<file path="config.mk">
export PLATFORM = sky130hd
export DESIGN_NAME = shift_unit
export DESIGN_NICKNAME = d
export VERILOG_FILES = /design/src/rtl/shift_unit_pkg.sv /design/src/rtl/shift_unit_core.sv /design/src/rtl/shift_unit.sv
export SDC_FILE = /design/constraint.sdc
export NUM_CORES = 1
export LEC_CHECK = 0
export BUFFER_PORTS_ARGS = -buffer_cell sky130_fd_sc_hd__buf_4
export CAP_MARGIN = 40
export CORE_AREA = 2 2 39 41
export CTS_CLUSTER_SIZE = 24
export DETAILED_ROUTE_END_ITERATION = 16
export DIE_AREA = 0 0 41 43
export PLACE_DENSITY_LB_ADDON = 0.1
export SLEW_MARGIN = 30
export SYNTH_ARGS = -nofsm -noshare
export SYNTH_HDL_FRONTEND = slang
export SYNTH_SLANG_ARGS = --single-unit
export TNS_END_PERCENT = 10
</file>
<file path="constraint.sdc">
create_clock -name clk -period 1.4 [get_ports clk]
set_input_delay 0.28 -clock clk [delete_from_list [all_inputs] [get_ports clk]]
set_output_delay 0.28 -clock clk [all_outputs]
set_load 0.1 [all_outputs]
</file>
<file path="src/rtl/shift_unit_pkg.sv">
// Shared opcode encoding and default widths for the shift unit.
package shift_unit_pkg;

  localparam int IN_WIDTH_DEF  = 8;
  localparam int OUT_WIDTH_DEF = 16;

  typedef enum logic [1:0] {
    SHR_A = 2'b00,
    SHL_A = 2'b01,
    SHR_B = 2'b10,
    SHL_B = 2'b11
  } alu_fun_e;

endpackage

</file>
<file path="src/rtl/shift_unit_core.sv">
// Combinational shifter: selects A or B, shifts by one, zero-extends to OUT_WIDTH.
module shift_unit_core
  import shift_unit_pkg::*;
#(
  parameter int IN_WIDTH  = IN_WIDTH_DEF,
  parameter int OUT_WIDTH = OUT_WIDTH_DEF
) (
  input  logic [IN_WIDTH-1:0]  a,
  input  logic [IN_WIDTH-1:0]  b,
  input  logic [1:0]           alu_fun,
  output logic [OUT_WIDTH-1:0] result
);

  // One spare MSB so a left shift keeps the carried-out bit.
  logic [IN_WIDTH:0] a_ext;
  logic [IN_WIDTH:0] b_ext;
  logic [IN_WIDTH:0] shifted;

  assign a_ext = {1'b0, a};
  assign b_ext = {1'b0, b};

  // NOTE: every output of an always_comb gets a default first, so no latch is inferred.
  always_comb begin
    shifted = '0;
    result  = '0;
    case (alu_fun)
      SHR_A:   shifted = a_ext >> 1;
      SHL_A:   shifted = a_ext << 1;
      SHR_B:   shifted = b_ext >> 1;
      SHL_B:   shifted = b_ext << 1;
      default: shifted = '0;
    endcase
    result[IN_WIDTH:0] = shifted;
  end

endmodule

</file>
<file path="src/rtl/shift_unit.sv">
// Registered one-cycle shift unit. Define SHIFT_UNIT_HOLD_EN to keep SHIFT_OUT
// while Shift_Enable is low; by default SHIFT_OUT clears to zero.
module shift_unit
  import shift_unit_pkg::*;
#(
  parameter int IN_WIDTH  = IN_WIDTH_DEF,
  parameter int OUT_WIDTH = OUT_WIDTH_DEF
) (
  input  logic                 clk,
  input  logic                 RST,
  input  logic [IN_WIDTH-1:0]  A,
  input  logic [IN_WIDTH-1:0]  B,
  input  logic [1:0]           ALU_FUN,
  input  logic                 Shift_Enable,
  output logic [OUT_WIDTH-1:0] SHIFT_OUT,
  output logic                 SHIFT_Flag
);

  logic [OUT_WIDTH-1:0] result;

  shift_unit_core #(
    .IN_WIDTH  (IN_WIDTH),
    .OUT_WIDTH (OUT_WIDTH)
  ) u_core (
    .a       (A),
    .b       (B),
    .alu_fun (ALU_FUN),
    .result  (result)
  );

  // NOTE: sequential state uses non-blocking assignments so all registers update together.
  always_ff @(posedge clk) begin
    if (RST) begin
      SHIFT_OUT  <= '0;
      SHIFT_Flag <= 1'b0;
    end else if (Shift_Enable) begin
      SHIFT_OUT  <= result;
      SHIFT_Flag <= 1'b1;
    end else begin
      SHIFT_Flag <= 1'b0;
`ifdef SHIFT_UNIT_HOLD_EN
      SHIFT_OUT  <= SHIFT_OUT;
`else
      SHIFT_OUT  <= '0;
`endif
    end
  end

endmodule

</file>
* Word level (Yosys, flattened, before mapping)
Cells that the tools add are included.
** Word-level totals
- Register bits :: 17
- Input bits :: 21
** Operators by class
- Equality and inequality tests :: 3
- Multiplexer cells :: 2
- Bitwise operators :: 1
- Reductions and logical operators :: 2
** Operators with widths (number)
- one-hot mux 9 bit (4 select lines) :: 1
- equality test 2 bit, second input constant :: 2
- equality test 2 x 1 -> 1 bit, second input constant :: 1
- zero test 2 bit :: 1
- OR reduction 2 bit :: 1
- 2-to-1 mux 1 bit :: 1
- inverter 1 bit :: 1

* Longest topological paths before layout
Gate-level depths: netlist of run 1.
- Depth in word-level cells :: 2
- Mapped depth :: 3
- Mapped depth without buffers :: 2

* By module
Synthesis of run 1 repeated with hierarchy kept, for this count alone.
** Second synthesis, totals
- Cell total of the unflattened synthesis :: 58
- Area total of the unflattened synthesis :: 765.7 µm²
** By module, submodules not included
- shift_unit :: times used 1, cells an instance 36, area an instance 505.5 µm², seq. area each 340.3 µm²
- shift_unit_core :: times used 1, cells an instance 22, area an instance 260.2 µm², seq. area each 0.0 µm²

* Worst setup path after synthesis of run 1
Ideal clock, no wire load.
- Path type :: register -> output
- Start point :: reg SHIFT_Flag
- End point :: out SHIFT_Flag
- Arrival time :: 0.909 ns
- Data required time :: 1.120 ns
- Path slack :: 0.211 ns
- Stages on the path, launching flop included :: 1
- Path buffers :: 0
- Cell sequence :: dfxtp_1
** RTL lines
- from (decl) :: RTL line shift_unit.sv:16 : output logic SHIFT_Flag
- from (signal assigned) :: RTL line shift_unit.sv:35 : SHIFT_Flag <= 1'b0;
- from (signal assigned) :: RTL line shift_unit.sv:38 : SHIFT_Flag <= 1'b1;
- from (signal assigned) :: RTL line shift_unit.sv:40 : SHIFT_Flag <= 1'b0;
No word-level cell between the ends.

* Worst setup path in the final report of run 1
- Start point :: reg SHIFT_OUT[5]
- End point :: out SHIFT_OUT[5]
** RTL lines
- from (decl) :: RTL line shift_unit.sv:15 : output logic [OUT_WIDTH-1:0] SHIFT_OUT,
- from (signal assigned) :: RTL line shift_unit.sv:37 : SHIFT_OUT <= result;
No word-level cell between the ends.

==> results of run 1 <==
cells in the mapped netlist:
library cell | instances | share of area, %
or3b_1 | 1 | 2.1
o22ai_1 | 6 | 9.0
nor2b_1 | 1 | 1.5
conb_1 | 1 | 0.90
buf_2 | 1 | 1.2
clkbuf_2 | 1 | 1.2
nor2_1 | 3 | 2.7
buf_4 | 7 | 13
nand3b_1 | 1 | 1.8
mux2i_1 | 8 | 19
dfxtp_1 | 10 | 48
state kept, by name, summed over array words and instances (netlist names):
| name | flops |
|---|---|
| SHIFT_OUT | 9 |
| SHIFT_Flag | 1 |
power by group through the flow:
stage | Sequential (mW) | Combinational [mW] | Clock (mW)
global route | 0.303 | 0.297 | 0.281
global placement | 0.308 | 0.287 | 0
finish | 0.302 | 0.287 | 0.254
CTS | 0.302 | 0.288 | 0.266
floorplan | 0.409 | 0.133 | 0
detailed placement | 0.308 | 0.288 | 0
routing by layer:
metal | global-route usage, % | routed length, um | part of all wire (%)
met1 | 12.0 | 292 | 34
met2 | 16.9 | 448 | 52
met3 | 8.90 | 110 | 13
met4 | 8.00 | 11 | 1.3
met5 | 0 | 0 | 0
final cells by class:
class	instances	area [um^2]
sequential	10	200
clock buffer	4	36.3
fill	145	724
tap	16	20.0
multi-input combinational	27	178
timing repair buffer	30	225
cells in the final DEF (no fill, tap or decap):
cell       n
buf_4     30
dfxtp_1   10
clkbuf_8   1
o22ai_1    6
nor2b_1    1
or3b_1     1
mux2i_1    8
clkbuf_4   3
nor2_1     3
conb_1     7
nand3b_1   1
cell families (layout without fill, tap and decap cells):
logic type	Yosys count	in the layout	synth area share, %
flip-flops	10	10	47.9
buffers and inverters	9	34	15.0
multiplexers	8	8	19.2
other	1	7	0.897
AND/OR/NAND/NOR	6	6	8.09
AO/OA/AOI/OAI	6	6	8.98
worst paths after layout:
kind | depth (start not counted) | end | start | slack [ns]
max | 1 | SHIFT_OUT[5] | SHIFT_OUT[5] | 0.26
min | 2 | SHIFT_Flag | RST | 0.18
==> key figures, run 1 <==
Status
  • Outcome: finished, final reports clean

Clock network
  • Clock Pin Slew Worst Setup and Hold Paths: 0.06 ns
  • CTS tree: done
  • Worst-case clock buffer depth: 2
  • Post_cts resized: 0
  • CTS root buf: clkbuf_4
  • CTS Hold Buffers Added: 0
  • TritonCTS Sinks: 10
  • CTS buffer count: 3
  • H-tree Lvls: 1
  • # Post-CTS Setup Buffers: 0

Layout
  • Final instance area: 659 um^2
  • Final nets: 93
  • Area growth syn-to-layout: 57.8%
  • Diode count: 0
  • Post-route non-filler standard cell count: 87
  • Layout cell share with drive strength beyond 1: 47.9%
  • Core Util, Final: 47.6%

Synthesis
  • Syn_area_per_cell: 10.4 um^2
  • Netlist Area Pre-Place: 418 um^2
  • Sequential-to-total area share from yosys stat: 47.9%
  • Syn Inst Count: 40
  • Netlist cell types: 11
  • Syn. warnings: 0
  • Yosys reg bits: 10

Pwr
  • Sequential power share: 35.8%
  • P_leak: 0.342 nW
  • Internal cell power: 526 uW
  • Final Power: 842 uW
  • Clk network pwr share: 30.1%
  • Comb pwr share: 34.0%
  • Net switching power: 316 uW
  • Peak supply drop: 0.000786 V
  • Switch share: 37.5%
  • Pwr/cell area: 1280 nW/um^2

Placement
  • PortBufs: 30
  • Post-Place Cells: 83
  • Post-place setup slack: 0.243 ns
  • Placed Area: 623 um^2
  • Gpl congestion: 0.602
  • HPWL after DPL: 717 um

GRT
  • First-pass GRT wire length: 1340 um
  • Pin count of the biggest net entering global routing: 9
  • GRT overflow: 0
  • Aggregate global-route resource usage: 12.1%
  • Vias in the first global route: 339
  • Initial antenna violation count: 0

STA
  • RSZ-0062 raised after global routing: false
  • Final hold violations: 0
  • Setup_tns: 0 ns
  • Final Worst Setup Slack: 0.257 ns
  • Minimum clock period: 1.14 ns
  • Worst hold margin: 0.178 ns
  • FMAX: 875 MHz
  • Period utilisation layout: 81.7%
  • Setup-failing EPs final: 0
  • Slew Limit Fails: 0

Worst hold path
  • Worst Hold Class: in -> reg

Floorplan
  • Die footprint: 1760 um^2
  • # rows: 14
  • IO Count: 38
  • Chip width: 41 um
  • Starting Density: 30.2%
  • Die Span Y: 43 um
  • CORE AREA: 1380 um^2

Setup path
  • Setup Crit Path Kind: reg -> out
  • Critical Path AT: 0.86 ns
  • Buffers & Inverters on Critical Path: 1
  • CP max stage delay: 0.32 ns
  • Crit path max-delay cell type: dfxtp_1
  • Critical Path, Cell by Cell: buf_4
  • Crit start category: register
  • Required time worst endpoint: 1.12 ns
  • CP max FO: 1
  • CP endpoint kind: output pin
  • CP top delay family: flip-flops

Detailed routing
  • Final WL: 862 um
  • DRC violations left: 0
  • Final ANT Viol Nets: 0
  • Vias: 367
  • DR pass1 iterations: 4
  • Vias per cell: 4.22
  • First-iteration detailed-routing DRC count: 6
  • Average wire per cell in the routed design: 9.91 um

Run
  • Max-cap violations: 0
Power figures use the tool's default switching activity.
==> run 2, diff against run 1 <==
--- a/config.mk
+++ b/config.mk
@@ -7,10 +7,10 @@
 export LEC_CHECK = 0
 export BUFFER_PORTS_ARGS = -buffer_cell sky130_fd_sc_hd__buf_4
 export CAP_MARGIN = 40
-export CORE_AREA = 2 2 39 41
+export CORE_MARGIN = 2
+export CORE_UTILIZATION = 31
 export CTS_CLUSTER_SIZE = 24
 export DETAILED_ROUTE_END_ITERATION = 16
-export DIE_AREA = 0 0 41 43
 export PLACE_DENSITY_LB_ADDON = 0.1
 export SLEW_MARGIN = 30
 export SYNTH_ARGS = -nofsm -noshare
==> constraint.sdc (replaced) <==
create_clock -name clk -period 1 [get_ports clk]
set_input_delay 0.2 -clock clk [delete_from_list [all_inputs] [get_ports clk]]
set_output_delay 0.2 -clock clk [all_outputs]
set_load 0.1 [all_outputs]
==> key figures, run 2 (synthesis results as in run 1) <==
Status
  • Outcome: finished, final reports clean

Floorplan
  • # rows: 13
  • IO Count: 38
  • CORE AREA: 1280 um^2
  • Die Span Y: 40.7 um
  • Chip width: 40.7 um
  • Starting Density: 32.5%
  • Die footprint: 1660 um^2

Detailed routing
  • DRC violations left: 0
  • Final WL: 909 um
  • DR pass1 iterations: 2
  • Final ANT Viol Nets: 0
  • Vias: 385
  • First-iteration detailed-routing DRC count: 7
  • Average wire per cell in the routed design: 10.4 um
  • Vias per cell: 4.43

GRT
  • First-pass GRT wire length: 1330 um
  • Gr busiest metal: met2
  • M2 GR Usage: 18.7%
  • GRT overflow: 0
  • GR Util met3: 6.52%
  • Pin count of the biggest net entering global routing: 9
  • GR Layer Usage met1: 15.8%
  • Aggregate global-route resource usage: 13.1%
  • Vias in the first global route: 307
  • Initial antenna violation count: 0

Layout
  • Register area: 213 um^2
  • Final instance area: 803 um^2
  • Commonest non-fill, non-tap cell in the layout: buf_4
  • Core Util, Final: 62.5%
  • Register bank with the most flops: SHIFT_OUT
  • Layout cell share with drive strength beyond 1: 62.5%
  • Commonest cells after routing, fill and taps aside: 21 x buf_4, 10 x dfxtp_2, 10 x buf_12
  • Area of the multi-input gates: 178 um^2
  • Diode count: 0
  • Area growth syn-to-layout: 92.2%
  • Max reg flops: 9
  • Regs by FF count: SHIFT_OUT (9), SHIFT_Flag (1)
  • Final nets: 94
  • FILL cells: 118

STA
  • Final Worst Setup Slack: 0.0199 ns
  • Worst hold margin: 0.0925 ns
  • RSZ-0062 raised after global routing: true
  • Final hold violations: 0
  • Minimum clock period: 0.980 ns
  • Setup_tns: 0 ns
  • Period utilisation layout: 98.0%
  • FMAX: 1020 MHz
  • Setup-failing EPs final: 0
  • Slew Limit Fails: 0

Pwr
  • Net switching power: 453 uW
  • Clk network pwr share: 28.5%
  • Internal cell power: 792 uW
  • P_leak: 0.382 nW
  • Sequential power share: 35.1%
  • Peak supply drop: 0.000845 V
  • Pwr/cell area: 1550 nW/um^2
  • Switch share: 36.4%
  • Comb pwr share: 36.4%

Worst hold path
  • Worst hold stages: 2
  • Hold_sp: RST
  • Worst Hold Class: in -> reg
  • Worst hold endpoint: SHIFT_Flag

Clock network
  • CTS buffer count: 3
  • TritonCTS Sinks: 10
  • CTS tree: done
  • Clock Pin Slew Worst Setup and Hold Paths: 0.06 ns
  • CTS Hold Buffers Added: 0
  • Worst-case clock buffer depth: 2
  • CTS root buf: clkbuf_4
  • H-tree Lvls: 1

Placement
  • HPWL after DPL: 738 um
  • Placed Area: 631 um^2
  • PortBufs: 30
  • Post-place setup slack: -0.0705 ns
  • Gpl congestion: 0.630

Setup path
  • Setup Crit Path Kind: reg -> out
  • CP max stage delay: 0.34 ns
  • Crit start category: register
  • Crit path max-delay cell type: dfxtp_2
  • CP Depth: 1
  • Buffers & Inverters on Critical Path: 1
  • Critical Path AT: 0.78 ns
  • Critical Path, Cell by Cell: buf_12
  • CP max FO: 1
  • CP top delay family: flip-flops
  • CP endpoint kind: output pin
  • Required time worst endpoint: 0.80 ns

Run
  • Max-cap violations: 0
run 2: worst max path at each step:
stage	slack, ns	start	endpoint
floorplan	-0.11	SHIFT_OUT[0]	SHIFT_OUT[0]
global placement	-0.05	ALU_FUN[0]	SHIFT_OUT[4]
detailed placement	-0.07	ALU_FUN[0]	SHIFT_OUT[5]
CTS	-0.02	SHIFT_OUT[6]	SHIFT_OUT[6]
global route	-0.01	SHIFT_OUT[8]	SHIFT_OUT[8]
finish	0.02	SHIFT_OUT[8]	SHIFT_OUT[8]
run 2: final cells by class:
class,instances,area share [%]
Clock buffer,4,4.52
Multi-Input combinational cell,27,22.1
Sequential cell,10,26.5
Tap cell,15,2.34
Timing Repair Buffer,31,44.5
run 2: what timing repair did:
action,CTS,global route
setup endpoints to repair,10,8
setup buffers,0,0
gates resized for setup,36,3
run 2: layer usage:
layer	up-vias	part of all wire, %	routed length, um
met5	-	0	0
met4	0	1.2	11
met3	3	7.0	64
met2	16	55	496
met1	175	37	335
li1	191	-	-
run 2: power by group through the flow:
stage / registers (mW) / logic (mW) / clock network, mW
finish: 0.438 / 0.453 / 0.355
global route: 0.439 / 0.469 / 0.398
floorplan: 0.573 / 0.186 / 0
detailed placement: 0.432 / 0.406 / 0
CTS: 0.437 / 0.449 / 0.368
global placement: 0.432 / 0.404 / 0
run 2: per-stage QoR:
step                      cells  power, mW
after global routing         87       1.31
after CTS                    87       1.25
after global placement       83      0.837
after detailed placement     83      0.838
after floorplan              46      0.759
final                        87       1.25
